## src/rtl/frs_message_queue.sv

```systemverilog
// FRS message queue: FIFO of {reason, func_id} entries, RW1C status bits and interrupt pulse.
// Optional occupancy output enabled by defining FRS_OCCUPANCY_EN.
module frs_message_queue #(
   parameter int unsigned QUEUE_DEPTH = 8
) (
   input  logic        clk,
   input  logic        rst_n,
   input  logic        msg_valid,
   input  logic [15:0] msg_func_id,
   input  logic [3:0]  msg_reason,
   input  logic        queue_deq,
   output logic [31:0] queue_rd_data,
   input  logic        status_wr_en,
   input  logic [15:0] status_wr_data,
   output logic [15:0] status_rd_data,
   output logic [11:0] max_depth,
   input  logic        frs_interrupt_enable,
   output logic        frs_int_req
`ifdef FRS_OCCUPANCY_EN
   ,
   output logic [$clog2(QUEUE_DEPTH+1)-1:0] occupancy
`endif
);

   localparam int unsigned PTR_W = (QUEUE_DEPTH > 1) ? $clog2(QUEUE_DEPTH) : 1;
   localparam int unsigned CNT_W = $clog2(QUEUE_DEPTH + 1);
   localparam logic [CNT_W-1:0] DEPTH_C = CNT_W'(QUEUE_DEPTH);
   localparam logic [PTR_W-1:0] LAST_C = PTR_W'(QUEUE_DEPTH - 1);

   logic [19:0]      mem [QUEUE_DEPTH];
   logic [PTR_W-1:0] head_q, head_d, tail_q, tail_d;
   logic [CNT_W-1:0] count_q, count_d;
   logic             received_q, received_d;
   logic             overflow_q, overflow_d;
   logic             int_level_q, int_level;
   logic             int_req_q;
   logic             deq, accept, drop;

   assign deq    = queue_deq && (count_q != '0);
   // A full queue can still take a message when a dequeue frees a slot this cycle.
   assign accept = msg_valid && ((count_q < DEPTH_C) || deq);
   assign drop   = msg_valid && !accept;

   always_comb begin
      head_d  = head_q;
      tail_d  = tail_q;
      count_d = count_q;
      if (deq) begin
         head_d = (head_q == LAST_C) ? '0 : head_q + 1'b1;
      end
      if (accept) begin
         tail_d = (tail_q == LAST_C) ? '0 : tail_q + 1'b1;
      end
      case ({accept, deq})
         2'b10:   count_d = count_q + 1'b1;
         2'b01:   count_d = count_q - 1'b1;
         default: count_d = count_q;
      endcase
   end

   // Set wins over a same-cycle RW1C clear.
   always_comb begin
      received_d = received_q;
      overflow_d = overflow_q;
      if (status_wr_en && status_wr_data[0]) received_d = 1'b0;
      if (status_wr_en && status_wr_data[1]) overflow_d = 1'b0;
      if (accept) received_d = 1'b1;
      if (drop)   overflow_d = 1'b1;
   end

   // Pulse on the rising edge of (enable && msg_received), covering both trigger orders.
   assign int_level = frs_interrupt_enable && received_q;

   always_ff @(posedge clk or negedge rst_n) begin
      if (!rst_n) begin
         head_q      <= '0;
         tail_q      <= '0;
         count_q     <= '0;
         received_q  <= 1'b0;
         overflow_q  <= 1'b0;
         int_level_q <= 1'b0;
         int_req_q   <= 1'b0;
      end else begin
         head_q      <= head_d;
         tail_q      <= tail_d;
         count_q     <= count_d;
         received_q  <= received_d;
         overflow_q  <= overflow_d;
         int_level_q <= int_level;
         int_req_q   <= int_level && !int_level_q;
      end
   end

   always_ff @(posedge clk) begin
      if (accept) begin
         mem[tail_q] <= {msg_reason, msg_func_id};
      end
   end

   assign queue_rd_data  = (count_q != '0) ? {12'b0, mem[head_q]} : 32'h0;
   assign status_rd_data = {14'b0, overflow_q, received_q};
   assign max_depth      = 12'(QUEUE_DEPTH);
   assign frs_int_req    = int_req_q;

`ifdef FRS_OCCUPANCY_EN
   assign occupancy = count_q;
`endif

endmodule

```

## config.mk

```make
export PLATFORM = sky130hd
export DESIGN_NAME = frs_message_queue
export DESIGN_NICKNAME = d
export VERILOG_FILES = /design/src/rtl/frs_message_queue.sv
export SDC_FILE = /design/constraint.sdc
export NUM_CORES = 1
export LEC_CHECK = 0
export CORE_ASPECT_RATIO = 0.7
export CORE_UTILIZATION = 38
export DETAILED_ROUTE_END_ITERATION = 8
export PLACE_DENSITY = 0.63
export SYNTH_ARGS = -nofsm -noshare
export SYNTH_HDL_FRONTEND = slang
export SYNTH_SLANG_ARGS = --single-unit
```

## constraint.sdc

```tcl
create_clock -name clk -period 4.4 [get_ports clk]
set_clock_uncertainty 0.05 [all_clocks]
set_input_delay 0.44 -clock clk [delete_from_list [all_inputs] [get_ports clk]]
set_output_delay 0.44 -clock clk [all_outputs]
set_load 0.05 [all_outputs]
```

==> results by group, run 1 <==
Status
  • Outcome: finished with violations
  • Failing checks: DRC

Setup path
  • WP data arrival: between 3000 and 4000 ps
  • Crit path required time: about 4000 ps
  • Crit path capture type: output pin
  • Critical path class: flip-flop to output pin
  • CP Max Fanout: 25
  • Launching element type of the critical path: flip-flop

GRT
  • Tot GR Track Use: about 14%
  • Vias in the first global route: between 3000 and 4000
  • Global-route wire length before repair: between 15000 and 20000 µm
  • Antenna violations before repair: 0
  • Largest net degree at the start of global routing: 43
  • Grt total ovfl: 0

CTS
  • Post-CTS sizing: 0
  • CTS tree: yes
  • # hold bufs at CTS: 0
  • TritonCTS Buffers: 17
  • Root buffer cell: clkbuf_16
  • H-tree levels: 4
  • Clk Latency, worst-skew pair: 420 ps
  • Worst-path clk slew: about 60 ps
  • Clock tree buffer depth: 2
  • CTS Sinks: around 170
  • Post-CTS Setup Bufs: 0

Final layout
  • Ant diodes: 0
  • Post-route cell area: 8390 µm²
  • Layout cells sized above 1: between 20% and 30%
  • Fin cells: roughly 680
  • Net count, final: about 480
  • Fillers: 1533
  • Final core utilization: 46.1%
  • Layout area overhead: 17.3%

Place
  • Gpl congestion: ~0.74
  • Placed cells: 647
  • Pre-CTS WS: ~1200 ps
  • Placed cell areas: between 7000 and 8000 µm²
  • Buffers on Ports: 50
  • DP HPWL: between 7000 and 8000 µm

Synthesis
  • Yosys reg bits: 174
  • Main synth FF type: edfxtp_1
  • Cell Area, Synth: between 7000 and 8000 µm²
  • Syn Area/Cell: 19.3 µm²
  • Most frequent cells after synthesis: edfxtp_1, buf_4, mux4_2
  • Sequential fraction of the synthesis area: about 70%
  • Synth Warn #: 0
  • Mapped Cells: 370
  • Most frequent cell after synthesis: edfxtp_1
  • Async SR Flop Fraction: around 8%
  • Synth area leader: edfxtp_1
  • Post-synth EDFFs: 160
  • Post-synth top area share: roughly two thirds
  • Ranking of synthesized cells by area: edfxtp_1, mux4_2, dfrtp_1, buf_4, mux2i_1
  • Synth cell types: 32

Power and ir drop
  • Gate power share: between 30% and 40%
  • Psw: 2.22 mW
  • Leakage dissipation: approximately 2.9 nW
  • Sw frac: between 30% and 40%
  • Clock power share: around a quarter
  • Pint: 3.83 mW
  • Worst VDD drop: roughly 0.34 mV
  • Sequential group share of total power: 37.6%
  • Pwr dens: between 700 and 800 nW/µm²

Drt
  • Avg Vias per Cell: between 4 and 5
  • DRC: 12
  • Via Count: between 3000 and 4000
  • ANT nets after route: 0
  • Routed WL per cell: ~19 µm
  • Iter 0 DRT Violations: roughly 190
  • Drt pass-1 iters: 6
  • Final WL: about 13000 µm

Die
  • Die W: around 170 µm
  • Initial Util: 39.3%
  • IO Pins: 103
  • Core Area: ~18000 µm²
  • Die height: between 100 and 150 µm
  • Row cnt: 41
  • Die ar.: 19400 µm²

Timing
  • Setup ws final: about 830 ps
  • Final Hold Viols: 0
  • Fmax: between 200 and 300 MHz
  • Pin slew with the least headroom to its limit: just under 800 ps
  • Fin crit period: around 3600 ps
  • Period utilisation layout: between 80% and 90%
  • Final setup fails: 0
  • Slew margin rel.: 47.5%
  • Slew Limit Fails: 0
  • RSZ-0062 raised after global routing: no
  • Setup tns final: 0 ps

Min path
  • HP Class: flip-flop to flip-flop

Run
  • Max_cap viols: 0
[cells by family after synthesis]
| family | synth area share, % |
|---|---|
| other | 0.105 |
| DFF | 72.1 |
| AOI/OAI and AO/OA | 0.735 |
| muxes | 16.0 |
| buffers and inverters | 5.90 |
| xor gates and xnor gates | 0.612 |
| adders and majority gates | 1.22 |
| and+or+nand+nor | 3.31 |
[flip-flops by register name, indices dropped and copies added, names as in the netlist]
signal	cells
overflow_q	1
received_q	1
mem	160
frs_int_req	1
int_level_q	1
head_q	3
count_q	4
tail_q	3
[stage by stage]
step / hold slack, ps / power (mW)
floorplan: 94.4 / 3.98
global placement: 333 / 4.59
detailed placement: 337 / 4.64
CTS: 346 / 6.13
global route: 368 / 6.34
finish: 343 / 6.04
[worst paths after layout]
| path | start | to | slack (ps) | depth (start not counted) |
|---|---|---|---|---|
| worst max-delay path | head_q[0] | queue_rd_data[1] | 830 | 5 |
| worst min-delay path | int_level_q | frs_int_req | 340 | 1 |
| worst max register to register | count_q[2] | count_q[2] | 1610 | 11 |
| worst min register to register | int_level_q | frs_int_req | 340 | 1 |
| max in group asynchronous | rst_n | head_q[0] | 3490 | 1 |
| min in group asynchronous | rst_n | tail_q[1] | 370 | 1 |
[worst max-delay path: stages, from the launching register on]
cell and delay [ps]:
dfrtp_2 820, buf_12 320, mux4_2 540, mux2i_1 140, nor2_1 100, clkdlybuf4s50_1 730
[power groups by stage]
stage / Sequential [mW] / Combinational [mW] / Clock [mW]
5_1_grt: 2.31 / 2.44 / 1.59
4_1_cts: 2.28 / 2.33 / 1.51
6_report: 2.27 / 2.29 / 1.48
2_1_floorplan: 2.17 / 1.80 / 0
3_3_place_gp: 2.30 / 2.29 / 0
3_5_place_dp: 2.32 / 2.32 / 0
[layout make-up]
cell class,count,area (µm²),share of cell area (%)
Timing Repair Buffer,61,596,7.10
Tap cell,236,295,3.52
Clock inverter,13,153,1.82
Clock buffer,19,433,5.16
Sequential cell,174,5160,61.5
Multi-Input combinational cell,174,1750,20.8
Inverter,2,7.51,0.0895
[placed cells by master (no fill, tap or decap), drive strengths merged, types with 3 or more instances in the layout]
| master | instances |
|---|---|
| mux2 | 4 |
| inv | 8 |
| mux2i | 20 |
| clkbuf | 19 |
| nor2 | 25 |
| nor3 | 6 |
| dfrtp | 14 |
| conb | 38 |
| clkdlybuf4s50 | 50 |
| nand2 | 8 |
| mux4 | 40 |
| buf | 11 |
| xor2 | 4 |
| clkinvlp | 3 |
| nand2b | 6 |
| ha | 7 |
| edfxtp | 160 |
[layer usage]
metal	vias up	wire length (µm)	track usage, %
li1	1491	-	-
met1	1685	5630	19.4
met2	117	6340	23.0
met3	4	919	4.00
met4	0	45	3.93
met5	-	0	0
Note: power is estimated with default switching activity, not from simulation.
==> run 2: changes to the inputs <==
--- a/config.mk
+++ b/config.mk
@@ -8,7 +8,7 @@
 export CORE_ASPECT_RATIO = 0.7
 export CORE_UTILIZATION = 38
 export DETAILED_ROUTE_END_ITERATION = 8
-export PLACE_DENSITY = 0.63
+export PLACE_DENSITY = 0.65
 export SYNTH_ARGS = -nofsm -noshare
 export SYNTH_HDL_FRONTEND = slang
 export SYNTH_SLANG_ARGS = --single-unit
==> constraint.sdc (replaced) <==
create_clock -name clk -period 2.9 [get_ports clk]
set_clock_uncertainty 0.05 [all_clocks]
set_input_delay 0.29 -clock clk [delete_from_list [all_inputs] [get_ports clk]]
set_output_delay 0.29 -clock clk [all_outputs]
set_load 0.05 [all_outputs]
==> run 2 against run 1 <==
The flow still finishes with violations (DRC). Non-clock buffer count grew 3. Largest cell class unchanged. Utilization grew 1.4 points. Sequential share of layout area shrank 1.9 points. Via count grew 1.1%. Cell count grew 0.44%. Global-route usage grew 0.28 points. Largest power group unchanged. Die area is the same. Clock-buffer cell count shrank 2. Cell area grew 3.1%.
==> results by group, run 2 (synthesis results as in run 1) <==
Final layout
  • Ant diodes: 0
  • Most frequent cells in the layout: edfxtp_1, mux4_2, conb_1
  • Layout cells sized above 1: between 20% and 30%
  • Post-route cell area: slightly below 9000 µm²
  • Reg with most FFs: mem
  • Layout area overhead: 21.0%
  • Largest registers: mem x160, count_q x4
  • Fillers: roughly 1500
  • Final core utilization: between 40% and 50%
  • Net count, final: about 480
  • Max reg flops: 160
  • Commonest non-fill, non-tap cell in the layout: edfxtp_1

Timing
  • Slew margin rel.: between 50 and 60%
  • Fmax: approximately 370 MHz
  • Hold Slack: around 230 ps
  • Fin crit period: between 2000 and 3000 ps
  • Final Hold Viols: 0
  • Slew Limit Fails: 0
  • Pin slew with the least headroom to its limit: about 670 ps
  • Final setup fails: 0
  • Setup tns final: 0 ps
  • Period utilisation layout: between 90% and 100%
  • RSZ-0062 raised after global routing: no

GRT
  • Largest net degree at the start of global routing: 35
  • Antenna violations before repair: 0
  • Vias in the first global route: approximately 3500
  • Global-route wire length before repair: approximately 20000 µm
  • Tot GR Track Use: 14.6%
  • Grt total ovfl: 0

Place
  • Gpl congestion: 0.770
  • Placed cell areas: 8060 µm²
  • Buffers on Ports: 50
  • DP HPWL: 7590 µm

CTS
  • Root buffer cell: clkbuf_16
  • CTS tree: yes
  • # hold bufs at CTS: 0
  • Post-CTS sizing: 0
  • H-tree levels: 4
  • Clock tree buffer depth: 2
  • Post-CTS Setup Bufs: 0
  • Worst-path clk slew: around 70 ps
  • Clk Latency, worst-skew pair: 420 ps
  • TritonCTS Buffers: 17
  • CTS Sinks: roughly 170

Die
  • Row cnt: 41
  • Die W: ~170 µm
  • Die ar.: roughly 19000 µm²
  • IO Pins: 103
  • Core Area: about 18000 µm²
  • Initial Util: around 39%
  • Die height: 117 µm

Drt
  • Routed WL per cell: roughly 19 µm
  • ANT nets after route: 0
  • DRC: 10
  • Iter 0 DRT Violations: around 160
  • Via Count: roughly 3300
  • Final WL: roughly 13000 µm
  • Drt pass-1 iters: 6
  • Avg Vias per Cell: approximately 4.9

Setup path
  • Reg2reg path depth: 10
  • CP Max Fanout: 13
  • Critical path class: flip-flop to output pin
  • Crit path required time: approximately 2600 ps
  • WP data arrival: 2350 ps
  • Launching element type of the critical path: flip-flop
  • Crit path capture type: output pin

Status
  • Outcome: finished with violations
  • Failing checks: DRC

Power and ir drop
  • Total power: roughly 9.9 mW
  • Leakage dissipation: approximately 3.0 nW
  • Pwr dens: around 1100 nW/µm²
  • Worst VDD drop: between 0.6 and 0.7 mV

Min path
  • HP Class: input pin to asynchronous set/reset pin

Run
  • Max_cap viols: 0
==> run 2: cell count changes in the layout (fill, tap and decap cells not counted), sizes merged <==
| cell | change |
|---|---|
| inv | +4 |
| clkinvlp | -1 |
| bufinv | -1 |
| buf | +23 |
| clkdlybuf4s50 | -20 |
| clkbuf | -2 |
==> run 2: final timing paths <==
| path | start | endpoint | slack (ps) |
|---|---|---|---|
| max reg2reg | count_q[2] | count_q[2] | 480 |
| min reg2reg | int_level_q | frs_int_req | 360 |
| max in group asynchronous | rst_n | head_q[0] | 2100 |
| max | head_q[0] | queue_rd_data[11] | 210 |
| min | rst_n | overflow_q | 230 |
| min in group clk | int_level_q | frs_int_req | 360 |
==> run 2: cell type report <==
class | count | area (µm²) | share of cell area, %
Sequential cell | 174 | 5160 | 59.6
Multi-Input combinational cell | 174 | 1760 | 20.3
Timing Repair Buffer | 64 | 843 | 9.75
Clock buffer | 17 | 425 | 4.92
Tap cell | 236 | 295 | 3.41
Clock inverter | 15 | 164 | 1.89
Inverter | 2 | 7.51 | 0.0868
==> run 2: critical path, cell delays in order, from the launching register on <==
cell and delay, ps:
dfrtp_2 610, buf_4 340, mux4_2 530, mux2i_1 180
nor2_1 100, buf_12 170
==> run 2: through the flow <==
| stage | worst slack, ps | std cells |
|---|---|---|
| after global routing | 50.5 | 682 |
| final | 212 | 682 |
| after detailed placement | 469 | 650 |
| after global placement | 547 | 650 |
| after CTS | 140 | 682 |
| after floorplan | 192 | 406 |
==> run 2: metal layers <==
layer | GRT usage, % | part of all wire, % | vias to the layer above
met5 | 0 | 0 | -
met4 | 3.74 | 0.50 | 0
met3 | 4.54 | 5.0 | 6
met2 | 25.5 | 50 | 100
met1 | 18.0 | 44 | 1726
li1 | - | - | 1500
==> run 2: where the power goes <==
group | total [mW] | internal, mW | switching, mW
Sequential | 3.38 | 3.12 | 0.253
Clock | 2.25 | 1.23 | 1.02
Combinational | 4.28 | 1.97 | 2.31
